File: src/rtl/soml_pkg.sv
// Shared types and constants for the SOML dot-product scheduler slice.
package soml_pkg;

  localparam int ADDR_W     = 2;
  localparam int DW_DEFAULT = 16;

  typedef struct packed {
    logic [ADDR_W-1:0] row;
    logic [ADDR_W-1:0] col;
  } res_tag_t;

  typedef enum logic [1:0] {
    IDLE,
    RUN,
    DRAIN,
    DONE
  } state_t;

endpackage

File: src/rtl/ygb_dot_sched_if.sv
// Datapath select/result bus plus the tagged result handshake of the scheduler.
interface ygb_dot_sched_if
  import soml_pkg::*;
#(
  parameter int DW = DW_DEFAULT
);

  logic [ADDR_W-1:0] dp_addr_row;
  logic [ADDR_W-1:0] dp_addr_col;
  logic              dp_issue;
  logic [DW-1:0]     dp_result;
  logic [DW-1:0]     res_data;
  logic [ADDR_W-1:0] res_row;
  logic [ADDR_W-1:0] res_col;
  logic              res_valid;
  logic              res_ready;

  modport master (
    output dp_addr_row, dp_addr_col, dp_issue,
    output res_data, res_row, res_col, res_valid,
    input  dp_result, res_ready
  );

  modport slave (
    input  dp_addr_row, dp_addr_col, dp_issue,
    input  res_data, res_row, res_col, res_valid,
    output dp_result, res_ready
  );

endinterface

File: src/rtl/soml_tag_fifo.sv
// Synchronous FIFO carrying {tag, data}; head is shown combinationally from the read pointer.
module soml_tag_fifo
  import soml_pkg::*;
#(
  parameter int DEPTH = 4,
  parameter int DW    = DW_DEFAULT
) (
  input  logic                   clk,
  input  logic                   rst,
  input  logic                   push,
  input  res_tag_t               push_tag,
  input  logic [DW-1:0]          push_data,
  input  logic                   pop,
  output res_tag_t               head_tag,
  output logic [DW-1:0]          head_data,
  output logic                   valid,
  output logic [$clog2(DEPTH):0] count
);

  localparam int PW = $clog2(DEPTH);
  localparam int CW = PW + 1;

  res_tag_t      tag_mem  [DEPTH];
  logic [DW-1:0] data_mem [DEPTH];
  logic [PW-1:0] wr_ptr;
  logic [PW-1:0] rd_ptr;
  logic          do_pop;

  always_comb begin
    do_pop = pop && (count != '0);
  end

  // Storage is cleared on reset so the head reads zero while empty after reset.
  always_ff @(posedge clk or posedge rst) begin
    if (rst) begin
      wr_ptr <= '0;
      rd_ptr <= '0;
      count  <= '0;
      for (int unsigned i = 0; i < DEPTH; i++) begin
        tag_mem[i]  <= '0;
        data_mem[i] <= '0;
      end
    end else begin
      if (push) begin
        tag_mem[wr_ptr]  <= push_tag;
        data_mem[wr_ptr] <= push_data;
        wr_ptr           <= wr_ptr + PW'(1);
      end
      if (do_pop) begin
        rd_ptr <= rd_ptr + PW'(1);
      end
      if (push && !do_pop) begin
        count <= count + CW'(1);
      end else if (!push && do_pop) begin
        count <= count - CW'(1);
      end
    end
  end

  assign head_tag  = tag_mem[rd_ptr];
  assign head_data = data_mem[rd_ptr];
  assign valid     = (count != '0);

  a_no_push_when_full : assert property (@(posedge clk) disable iff (rst)
    !(push && (count == CW'(DEPTH))));

endmodule

File: src/rtl/ygb_dot_sched.sv
// Row-major (row, col) issue scheduler for the cmult/vadd dot-product datapath,
// with credit-limited issue, a LAT-deep tag pipeline and a tagged result FIFO.
module ygb_dot_sched
  import soml_pkg::*;
#(
  parameter int NROW       = 2,
  parameter int NCOL       = 2,
  parameter int LAT        = 4,
  parameter int DW         = DW_DEFAULT,
  parameter int FIFO_DEPTH = 4
) (
  input  logic            clk,
  input  logic            rst,
  input  logic            start,
  output logic            busy,
  output logic            done,
  ygb_dot_sched_if.master bus
);

  localparam int FCW = $clog2(FIFO_DEPTH) + 1;
  localparam int CW  = $clog2(LAT + FIFO_DEPTH + 1) + 1;
  localparam logic [ADDR_W-1:0] LAST_ROW = ADDR_W'(NROW - 1);
  localparam logic [ADDR_W-1:0] LAST_COL = ADDR_W'(NCOL - 1);

  state_t            state;
  logic [ADDR_W-1:0] row_cnt;
  logic [ADDR_W-1:0] col_cnt;
  logic [CW-1:0]     inflight;
  logic [FCW-1:0]    fifo_count;
  logic [LAT-1:0]    pipe_vld;
  res_tag_t          pipe_tag [LAT];
  res_tag_t          head_tag;
  logic              credit;
  logic              issue_now;
  logic              pop;
  logic              drain_empty;

  // Inflight counts from the issue decision, so a result is always covered by
  // either inflight or fifo_count and the credit sum never under-reports.
  always_comb begin
    pop         = bus.res_valid && bus.res_ready;
    credit      = (inflight + CW'(fifo_count)) < CW'(FIFO_DEPTH);
    issue_now   = (state == RUN) && credit;
    drain_empty = (inflight == '0) &&
                  ((fifo_count == '0) || ((fifo_count == FCW'(1)) && pop));
  end

  always_ff @(posedge clk or posedge rst) begin
    if (rst) begin
      state           <= IDLE;
      busy            <= 1'b0;
      done            <= 1'b0;
      bus.dp_issue    <= 1'b0;
      bus.dp_addr_row <= '0;
      bus.dp_addr_col <= '0;
      row_cnt         <= '0;
      col_cnt         <= '0;
    end else begin
      done         <= 1'b0;
      bus.dp_issue <= 1'b0;
      case (state)
        IDLE: begin
          if (start) begin
            state   <= RUN;
            busy    <= 1'b1;
            row_cnt <= '0;
            col_cnt <= '0;
          end
        end
        RUN: begin
          if (credit) begin
            bus.dp_issue    <= 1'b1;
            bus.dp_addr_row <= row_cnt;
            bus.dp_addr_col <= col_cnt;
            if (col_cnt == LAST_COL) begin
              col_cnt <= '0;
              if (row_cnt == LAST_ROW) begin
                state <= DRAIN;
              end else begin
                row_cnt <= row_cnt + ADDR_W'(1);
              end
            end else begin
              col_cnt <= col_cnt + ADDR_W'(1);
            end
          end
        end
        // Finishing on the edge that pops the last entry makes done line up
        // with the cycle right after the final result is consumed.
        DRAIN: begin
          if (drain_empty) begin
            state <= DONE;
            busy  <= 1'b0;
            done  <= 1'b1;
          end
        end
        DONE: begin
          state <= IDLE;
        end
        default: begin
          state <= IDLE;
        end
      endcase
    end
  end

  always_ff @(posedge clk or posedge rst) begin
    if (rst) begin
      inflight <= '0;
    end else if (issue_now && !pipe_vld[LAT-1]) begin
      inflight <= inflight + CW'(1);
    end else if (!issue_now && pipe_vld[LAT-1]) begin
      inflight <= inflight - CW'(1);
    end
  end

  always_ff @(posedge clk or posedge rst) begin
    if (rst) begin
      pipe_vld <= '0;
      for (int unsigned i = 0; i < LAT; i++) begin
        pipe_tag[i] <= '0;
      end
    end else begin
      pipe_vld[0] <= bus.dp_issue;
      pipe_tag[0] <= '{row: bus.dp_addr_row, col: bus.dp_addr_col};
      for (int unsigned i = 1; i < LAT; i++) begin
        pipe_vld[i] <= pipe_vld[i-1];
        pipe_tag[i] <= pipe_tag[i-1];
      end
    end
  end

  soml_tag_fifo #(
    .DEPTH (FIFO_DEPTH),
    .DW    (DW)
  ) u_fifo (
    .clk       (clk),
    .rst       (rst),
    .push      (pipe_vld[LAT-1]),
    .push_tag  (pipe_tag[LAT-1]),
    .push_data (bus.dp_result),
    .pop       (bus.res_ready),
    .head_tag  (head_tag),
    .head_data (bus.res_data),
    .valid     (bus.res_valid),
    .count     (fifo_count)
  );

  assign bus.res_row = head_tag.row;
  assign bus.res_col = head_tag.col;

endmodule

File: src/flat_wrapper.sv
// flat-port wrapper written by rule: the top's interface ports become plain ports
module ygb_dot_sched_flat import soml_pkg::*;
#(
  parameter int NROW       = 2,
  parameter int NCOL       = 2,
  parameter int LAT        = 4,
  parameter int DW         = DW_DEFAULT,
  parameter int FIFO_DEPTH = 4
)
  (clk, rst, start, busy, done, bus_dp_addr_row, bus_dp_addr_col, bus_dp_issue, bus_res_data, bus_res_row, bus_res_col, bus_res_valid, bus_dp_result, bus_res_ready);
  ygb_dot_sched_if #(.DW(DW)) bus_i ();
  input  logic clk;
  input  logic rst;
  input  logic start;
  output logic busy;
  output logic done;
  output wire logic [$bits(bus_i.dp_addr_row)-1:0] bus_dp_addr_row;
  output wire logic [$bits(bus_i.dp_addr_col)-1:0] bus_dp_addr_col;
  output wire logic [$bits(bus_i.dp_issue)-1:0] bus_dp_issue;
  output wire logic [$bits(bus_i.res_data)-1:0] bus_res_data;
  output wire logic [$bits(bus_i.res_row)-1:0] bus_res_row;
  output wire logic [$bits(bus_i.res_col)-1:0] bus_res_col;
  output wire logic [$bits(bus_i.res_valid)-1:0] bus_res_valid;
  input wire logic [$bits(bus_i.dp_result)-1:0] bus_dp_result;
  input wire logic [$bits(bus_i.res_ready)-1:0] bus_res_ready;
  assign bus_dp_addr_row = bus_i.dp_addr_row;
  assign bus_dp_addr_col = bus_i.dp_addr_col;
  assign bus_dp_issue = bus_i.dp_issue;
  assign bus_res_data = bus_i.res_data;
  assign bus_res_row = bus_i.res_row;
  assign bus_res_col = bus_i.res_col;
  assign bus_res_valid = bus_i.res_valid;
  assign bus_i.dp_result = bus_dp_result;
  assign bus_i.res_ready = bus_res_ready;
  ygb_dot_sched #(.NROW(NROW), .NCOL(NCOL), .LAT(LAT), .DW(DW), .FIFO_DEPTH(FIFO_DEPTH)) u_core (.clk(clk), .rst(rst), .start(start), .busy(busy), .done(done), .bus(bus_i));
endmodule
File: config.mk
export PLATFORM = sky130hd
export DESIGN_NAME = ygb_dot_sched_flat
export DESIGN_NICKNAME = d
export VERILOG_FILES = /design/src/rtl/soml_pkg.sv /design/src/rtl/ygb_dot_sched_if.sv /design/src/rtl/soml_tag_fifo.sv /design/src/rtl/ygb_dot_sched.sv /design/src/flat_wrapper.sv
export SDC_FILE = /design/constraint.sdc
export NUM_CORES = 1
export LEC_CHECK = 0
export CELL_PAD_IN_SITES_DETAIL_PLACEMENT = 0
export CELL_PAD_IN_SITES_GLOBAL_PLACEMENT = 2
export CORE_MARGIN = 5
export CORE_UTILIZATION = 42
export DETAILED_ROUTE_END_ITERATION = 10
export HOLD_SLACK_MARGIN = 0.03
export PLACE_DENSITY = 0.78
export SLEW_MARGIN = 0
export SYNTH_ARGS = -nofsm -noshare
export SYNTH_HDL_FRONTEND = slang
export SYNTH_SLANG_ARGS = --single-unit
export TNS_END_PERCENT = 20
File: constraint.sdc
create_clock -name clk -period 4.8 [get_ports clk]
set_clock_uncertainty 0.15 [all_clocks]
set_input_delay 0.72 -clock clk [delete_from_list [all_inputs] [get_ports clk]]
set_output_delay 0.72 -clock clk [all_outputs]
set_load 0.02 [all_outputs]
## Word level (Yosys, flattened, before mapping)

Index checks and enable logic that the tools add are counted.

- Add/subtract/negate cells: 9
- Order comparisons: 4
- Equal/unequal tests: 12
- Mux-type cells: 37
- Bitwise operators: 2
- Reduce and logical (&&, ||, !) cells: 26

Operators with widths:

| kind | number |
|---|---|
| 64-bit bitwise mux | 1 |
| 16-bit 2-to-1 mux | 3 |
| 16-bit binary-select mux with 2-bit select | 1 |
| 16-bit demux with 2-bit select | 1 |
| 2-bit 2-to-1 mux | 11 |
| 16-bit bitwise mux | 1 |
| 4-bit 2-to-1 mux | 3 |
| 5-bit 2-to-1 mux | 2 |
| 5-bit AND reduction | 2 |
| 1-bit logical AND | 9 |
| 2-bit by 1-bit adder with 2-bit output (second input constant) | 4 |
| 4-bit binary-select mux with 2-bit select | 1 |
| 4-bit demux with 2-bit select | 1 |
| 2-bit inequality test (second input constant) | 4 |
| 2-bit case mux with 2 select lines | 2 |
| 2-bit case mux with 4 select lines | 1 |
| 2-bit nonzero test | 4 |
| 2-bit by 1-bit equality test with 1-bit output (second input constant) | 3 |
| 3-bit greater-or-equal comparator (second input constant) | 2 |
| 1-bit 2-to-1 mux | 6 |
| 3-bit 2-to-1 mux | 2 |
| 2-bit NOT with 3-bit output | 2 |
| 3-bit AND reduction | 2 |
| 5-bit by 1-bit adder with 5-bit output (second input constant) | 1 |
| 17 further kinds | 21 |

- Bits in registers: 125
- Input bits: 20
- Output and inout port bits: 28
- Logic and storage cells: 123

## Logic depth before layout (Yosys ltp)

Gate-level depths: netlist of run 1.

- Depth after elaboration: 7
- Mapped depth: 12

## Hierarchy

Synthesis of run 1 repeated with hierarchy kept, for this count alone.

- Cell total of the unflattened synthesis: 363
- Area total of the unflattened synthesis: 5457.7 um2

By module, submodules not included:

| module | instances | cells an instance | area an instance (um2) | seq. area each (um2) |
|---|---|---|---|---|
| soml_tag_fifo | 1 | 227 | 3844.9 | 2177.1 |
| ygb_dot_sched | 1 | 136 | 1612.8 | 950.9 |

## Worst setup path before layout of run 1

OpenSTA, ideal clock, no wires.

- Kind: register to register
- Start: reg u_core.inflight[2]
- End: reg u_core.inflight[4]
- Arrival time: 2824 ps
- Path slack: 1701 ps
- Stages on the path, launching flop included: 13
- Buffers on the path: 0
- Period minus slack after synthesis: 3099 ps
- Path through: dfrtp_1 -> ha_1 -> nor4_1 -> a21oi_1 -> nor3b_2 -> ha_1 -> inv_1 -> fa_1 -> a21o_1 -> a21oi_1 -> xnor2_1 -> nor2_1 -> xor2_1

- Cells in the longest elaborated chain, start to end: 6
- Elaborated cells between the ends (all ways): 11

Ends and longest elaborated chain:

| item | line | text |
|---|---|---|
| from (decl) | ygb_dot_sched.sv:28 | `logic [CW-1:0] inflight;` |
| from (signal assigned) | ygb_dot_sched.sv:110 | `inflight <= inflight + CW'(1);` |
| from (signal assigned) | ygb_dot_sched.sv:112 | `inflight <= inflight - CW'(1);` |
| 5-bit by 3-bit adder with 5-bit output (*) | ygb_dot_sched.sv:42 | `credit = (inflight + CW'(fifo_count)) < CW'(FIFO_DEPTH);` |
| 5-bit by 3-bit less-than comparator with 1-bit output (*) | ygb_dot_sched.sv:42 |  |
| 1-bit logical AND (*) | ygb_dot_sched.sv:43 | `issue_now = (state == RUN) && credit;` |
| net u_core.issue_now | ygb_dot_sched.sv:34 | `logic issue_now;` |
| 1-bit zero test | ygb_dot_sched.sv:111 | `end else if (!issue_now && pipe_vld[LAT-1]) begin` |
| 1-bit logical AND | ygb_dot_sched.sv:111 |  |
| 2-bit nonzero test (no source line) | - |  |

Mark *: on every way through the listed nets, which the timed path passes. The rest lies on a longest branch. The select of a mux whose other input is x is not followed.
A chain may end at the register's enable or synchronous reset.

## Worst setup path after layout of run 1

- Start: reg u_core.u_fifo.rd_ptr[0]
- End: out bus_res_data[7]

- Cells in the longest elaborated chain, start to end: 4

Ends and longest elaborated chain:

| item | line | text |
|---|---|---|
| from (decl) | soml_tag_fifo.sv:26 | `logic [PW-1:0] rd_ptr;` |
| from (signal assigned) | soml_tag_fifo.sv:50 | `rd_ptr <= rd_ptr + PW'(1);` |
| 2-bit NOT with 3-bit output (not written as such) | soml_tag_fifo.sv:61 | `assign head_data = data_mem[rd_ptr];` |
| 16-bit binary-select mux with 2-bit select | soml_tag_fifo.sv:61 |  |
| 16-bit 2-to-1 mux (not written as such) (2 in series) | soml_tag_fifo.sv:61 |  |
| to (decl) | flat_wrapper.sv:20 | `output wire logic [$bits(bus_i.res_data)-1:0] bus_res_data;` |

No other way between the ends. The select of a mux whose other input is x is not followed.

==> results of run 1 <==
[routing by layer]
| layer | up-vias | track usage | wire length [um] |
|---|---|---|---|
| li1 | 1350 | - | - |
| met1 | 1511 | 0.200 | 4540 |
| met2 | 45 | 0.208 | 4580 |
| met3 | 16 | 0.0403 | 334 |
| met4 | 0 | 0.0713 | 185 |
| met5 | - | 0 | 0 |
[cells by family (layout without fill, tap and decap cells)]
group                    after synthesis  in the layout  share of synthesized area
adder cells (fa/ha/maj)               21             21                     0.0500
AND/OR/NAND/NOR                       27             27                     0.0324
XOR/XNOR                              13             13                     0.0211
multiplexers                         110            110                      0.271
AO/OA/AOI/OAI                         22             22                     0.0273
flip-flops                           125            125                      0.579
buffers and inverters                 27             93                     0.0195
[power breakdown]
group          internal, uW  switching (uW)
registers              1460             304
clock network           827             424
logic                   979             707
[registers in the layout, indices dropped and copies added (netlist names), 2 cells and up]
| name | cells |
|---|---|
| u_core.u_fifo.data_mem | 64 |
| u_core.col_cnt | 2 |
| u_core.state | 2 |
| u_core.bus.dp_addr_col | 2 |
| u_core.u_fifo.count | 3 |
| u_core.inflight | 5 |
| u_core.pipe_tag | 16 |
| u_core.pipe_vld | 4 |
| u_core.u_fifo.wr_ptr | 2 |
| u_core.u_fifo.tag_mem | 16 |
| u_core.u_fifo.rd_ptr | 2 |
| u_core.bus.dp_addr_row | 2 |
| u_core.row_cnt | 2 |
[worst max path at each step]
stage	start	to	slack, ps
after floorplan	rst	u_core.bus.dp_addr_col[0]$_DFFE_PP0P_	600
after global placement	u_core.inflight[2]$_DFFE_PP0P_	u_core.inflight[4]$_DFFE_PP0P_	1500
after detailed placement	u_core.inflight[2]$_DFFE_PP0P_	u_core.inflight[4]$_DFFE_PP0P_	1410
after CTS	u_core.u_fifo.rd_ptr[0]$_DFFE_PP0P_	bus_res_data[7]	1130
after global routing	u_core.u_fifo.rd_ptr[0]$_DFFE_PP0P_	bus_res_data[8]	1030
final	u_core.u_fifo.rd_ptr[0]$_DFFE_PP0P_	bus_res_data[7]	1220
[area by class of cell]
class,count,area share
Clock inverter,6,0.0124
Clock buffer,25,0.0761
Timing Repair Buffer,50,0.0742
Sequential cell,125,0.471
Multi-Input combinational cell,193,0.327
Tap cell,172,0.0324
Inverter,12,0.00716
[cell usage after synthesis (all sizes together), types with 2 or more instances]
cell,n
nand2,11
buf,2
o21ai,7
a21oi,4
nor4,3
nor2,3
a21o,2
and3,2
o21a,2
a22o,2
mux4,20
nand3b,2
mux2i,4
mux2,86
ha,20
xor2,6
xnor2,7
clkbuf,13
dfrtp,125
inv,12
[per-stage QoR]
step | power, uW | instances | setup slack [ps] | instance area (um^2) | util
after detailed placement | 3490 | 552 | 1410 | 6050 | 0.480
after global routing | 5000 | 583 | 1030 | 6640 | 0.526
after floorplan | 2960 | 345 | 602 | 5400 | -
after CTS | 4770 | 583 | 1130 | 6640 | 0.526
after global placement | 3450 | 552 | 1500 | 6050 | 0.480
final | 4700 | 583 | 1220 | 6640 | 0.526
==> results.txt, run 1 <==
Status: complete, no violations
Num Clock Sinks: 125
CP max FO: 12
WL per Instance: 16.5 um
PwrDens: 707 nW/um^2
Top delay family on crit path: buffers and inverters
Hold endpoint: u_core.pipe_tag[2]$_DFF_PP0_
Hold Vio Cnt, Final: 0
CP arrival: 2710 ps
Worst hold slack: 193 ps
Critical path class: flop to output port
Area delta synth->final: 22.9%
Port Buffers: 47
R2R depth: 12
CTS HTree Levels: 4
Fmax: 0.279 GHz
WP depth: 3
CP Cell Sequence: buf_4 -> mux4_2 -> clkdlybuf4s50_1
Largest net degree at the start of global routing: 58
Critical path buffers and inverters: 2
Commonest non-fill, non-tap cell in the layout: dfrtp_1
Vias per inst: 5.01
Cts repair resizes: 0
Synth Register Bits: 125
Crit end category: output port
Critical path's slowest cell: dfrtp_1
Min-delay src: u_core.pipe_tag[6]$_DFF_PP0_
Gpl congestion: 0.721
LEAKAGE: 0.00287 uW
Clock Tree Root: clkbuf_16
Count of flip-flops with a built-in enable after synthesis: 0
Ys Warns: 0
IO Pins: 48
Initial Utilization: 0.428
Drt total wl: 9640 um
CTS tree: built
Required time worst endpoint: 3930 ps
CP Launch Type: flop
Syn nets: 386
Die area: 15,200 um^2
Final-layout fill cell count: 1,097
Final Max Tran Viols: 0
Antenna violations before repair: 0
R2R Path Start: u_core.inflight[2]$_DFFE_PP0P_
Synth Area per Inst: 15.7 um^2
Post-synth top flop: dfrtp_1
Gate Count Post-Synth: 345
Hold path cells: 0
Highest-count cells in the layout ignoring fill and taps: dfrtp_1, mux2_2, clkdlybuf4s50_1
Remaining Overflow, GRT: 0
Share of layout cells above drive strength 1: 0.355
Max Cap Viol: 0
DRC: 0
Clock edge transition at the registers on the reported setup and hold paths: 50 ps
Post-layout nets: 440
Die W: 123 um
First drt pass iteration count: 4
Crit share post-route: 0.747
Crit-path max cell delay: 800 ps
Detail Route Antenna Nets: 0
Die H: 123 um
Peak supply drop: 0.301 mV
RSZ-0062 raised after global routing: no
Ant diodes: 0
Cts bufs inserted: 17
Core Region: 12,600 um^2
First-pass GRT wire length: 16,400 um
# setup viols final: 0
Top-area cell type share of the netlist area: 0.579
FP Rows: 41
Setup_tns: 0 ps
Slew @ Worst Pin: 1090 ps
Minimum clock period: 3580 ps
Setup Buffers After CTS: 0
Worst reg-to-reg setup slack: 1430 ps
Worst r2r dst: u_core.inflight[4]$_DFFE_PP0P_
Worst skew pair latency: 410 ps
Area of the multi-input gates: 2170 um^2
Main area contributors after synthesis: dfrtp_1, mux2_2, mux4_2
Number of global-route vias before repair: 3,110
Hold Path Class: flop to flop
Post-Synthesis Cell Area: 5400 um^2
Sequential area share after synthesis: 0.579
Area leader, netlist: dfrtp_1
Hold-fix buffers at CTS: 0
Final HPWL DP: 6270 um
Post-synth ARST share: 1.00
Routed via count: 2,922
First DRT Iteration DRCs: 131
FF+latch area: 3130 um^2
Slew HR: 0.268
GRT Util Overall: 0.144
Clock buffer depth: 2
Cell variety after synth: 39
(Power assumes the default switching activity.)
==> run 2: changes to the inputs <==
==> constraint.sdc (replaced) <==
create_clock -name clk -period 3.6 [get_ports clk]
set_clock_uncertainty 0.15 [all_clocks]
set_input_delay 0.54 -clock clk [delete_from_list [all_inputs] [get_ports clk]]
set_output_delay 0.54 -clock clk [all_outputs]
set_load 0.02 [all_outputs]
==> run 2 against run 1 <==
Effect of this change:
- wire length increased by 0.72%
- design area is 0.38% higher
- sequential share of layout area fell by 0.18 points
- final cell count is 1.4% higher
- critical path type is now flop to flop
- largest cell class unchanged
- highest routed layer unchanged
==> results.txt, run 2 (synthesized netlist as in run 1, its figures left out) <==
Ant diodes: 0
Number of global-route vias before repair: 3,215
Top Registers: u_core.u_fifo.data_mem: 64 flops, u_core.pipe_tag: 16 flops, u_core.u_fifo.tag_mem: 16 flops
Critical path class: flop to flop
Num Clock Sinks: 125
FP Rows: 41
Hold-fix buffers at CTS: 0
IO Pins: 48
Fmax: 0.320 GHz
Worst skew pair latency: 410 ps
Antenna violations before repair: 0
Required time worst endpoint: 3740 ps
Highest-count cells in the layout ignoring fill and taps: dfrtp_1, mux2_2, clkdlybuf4s50_1
Commonest non-fill, non-tap cell in the layout: dfrtp_1
Slew HR: 0.549
Setup_tns: 0 ps
Final HPWL DP: 6410 um
Status: complete, no violations
Clock buffer depth: 2
CP max FO: 4
PwrDens: 926 nW/um^2
DRC: 0
Area of the multi-input gates: 2170 um^2
CTS tree: built
Cts bufs inserted: 17
Minimum clock period: 3120 ps
Crit end category: flop
First drt pass iteration count: 4
Slew @ Worst Pin: 675 ps
Peak supply drop: 0.402 mV
Die area: 15,200 um^2
FF+latch area: 3130 um^2
Gpl congestion: 0.748
Largest Register: u_core.u_fifo.data_mem
Setup Buffers After CTS: 0
Worst hold slack: 192 ps
Die W: 123 um
WL per Instance: 16.4 um
Largest net degree at the start of global routing: 51
First-pass GRT wire length: 16,600 um
Initial Utilization: 0.428
GRT Util Overall: 0.147
Clock edge transition at the registers on the reported setup and hold paths: 50 ps
CP arrival: 3260 ps
Hold Vio Cnt, Final: 0
Cts repair resizes: 0
Port Buffers: 47
Flip-flop count of the largest register after layout: 64
Final-layout fill cell count: 1,083
Area delta synth->final: 23.4%
LEAKAGE: 0.00289 uW
# setup viols final: 0
Hold Path Class: flop to flop
Core Region: 12,600 um^2
Final Max Tran Viols: 0
Routed via count: 2,925
Die H: 123 um
RSZ-0062 raised after global routing: no
Drt total wl: 9710 um
Vias per inst: 4.95
Max Cap Viol: 0
Share of layout cells above drive strength 1: 0.365
CTS HTree Levels: 4
Post-layout nets: 447
CP Launch Type: flop
Clock Tree Root: clkbuf_16
First DRT Iteration DRCs: 128
Crit share post-route: 0.867
Detail Route Antenna Nets: 0
Remaining Overflow, GRT: 0
==> run 2: cell types whose count changed in the layout (fill, tap and decap cells not counted) <==
cell,delta
buf_12,+1
buf_4,+6
bufinv_16,-1
clkbuf_1,+1
clkbuf_8,-2
clkinv_2,+4
inv_4,-1
==> run 2: power breakdown <==
group / leakage (uW) / switching, uW / internal (uW) / total, uW
Clock: 0.000277 / 567 / 993 / 1560
Combinational: 0.00111 / 1030 / 1320 / 2340
Sequential: 0.00151 / 329 / 1940 / 2270
==> run 2: per-stage QoR <==
stage	cell area (um^2)	setup WS [ps]	total power [uW]	instances	util
floorplan	5410	501	3940	345	-
global placement	6120	539	4610	559	0.485
detailed placement	6120	494	4670	559	0.485
CTS	6670	437	6280	591	0.528
global route	6670	237	6590	591	0.528
finish	6670	480	6170	591	0.528
==> run 2: final timing paths <==
| check | start | slack (ps) | end | depth (start not counted) |
|---|---|---|---|---|
| hold reg to reg | u_core.pipe_tag[4]$_DFF_PP0_ | 190 | u_core.pipe_tag[0]$_DFF_PP0_ | 0 |
| min in group asynchronous | rst | 440 | u_core.pipe_tag[0]$_DFF_PP0_ | 2 |
| max in group asynchronous | rst | 2130 | u_core.u_fifo.data_mem[47]$_DFFE_PP0P_ | 3 |
| hold / removal | u_core.pipe_tag[4]$_DFF_PP0_ | 190 | u_core.pipe_tag[0]$_DFF_PP0_ | 0 |
| setup / recovery | u_core.inflight[2]$_DFFE_PP0P_ | 480 | u_core.inflight[4]$_DFFE_PP0P_ | 12 |
| setup reg to reg | u_core.inflight[2]$_DFFE_PP0P_ | 480 | u_core.inflight[4]$_DFFE_PP0P_ | 12 |
==> run 2: worst max-delay path: stages, from the launching register on <==
cell and delay [ps]:
dfrtp_1 450, ha_1 350, nor4_1 250, a21oi_1 130
nor3b_2 210, ha_1 210, inv_1 110, fa_1 460
a21o_1 170, a21oi_1 160, xnor2_1 130, nor2_1 60
xor2_1 140
==> run 2: layer usage <==
metal,up-vias,global-route usage,share of wire
li1,1370,-,-
met1,1486,0.192,0.46
met2,55,0.223,0.48
met3,14,0.0549,0.042
met4,0,0.0609,0.016
met5,-,0,0
==> run 2: layout make-up <==
class	count	area share
multi-input cells	193	0.325
inverters	12	0.00732
repair buffers	57	0.0837
well taps	172	0.0323
flip-flops and latches	125	0.469
clock buffers	24	0.0723
clock inverters	8	0.00976
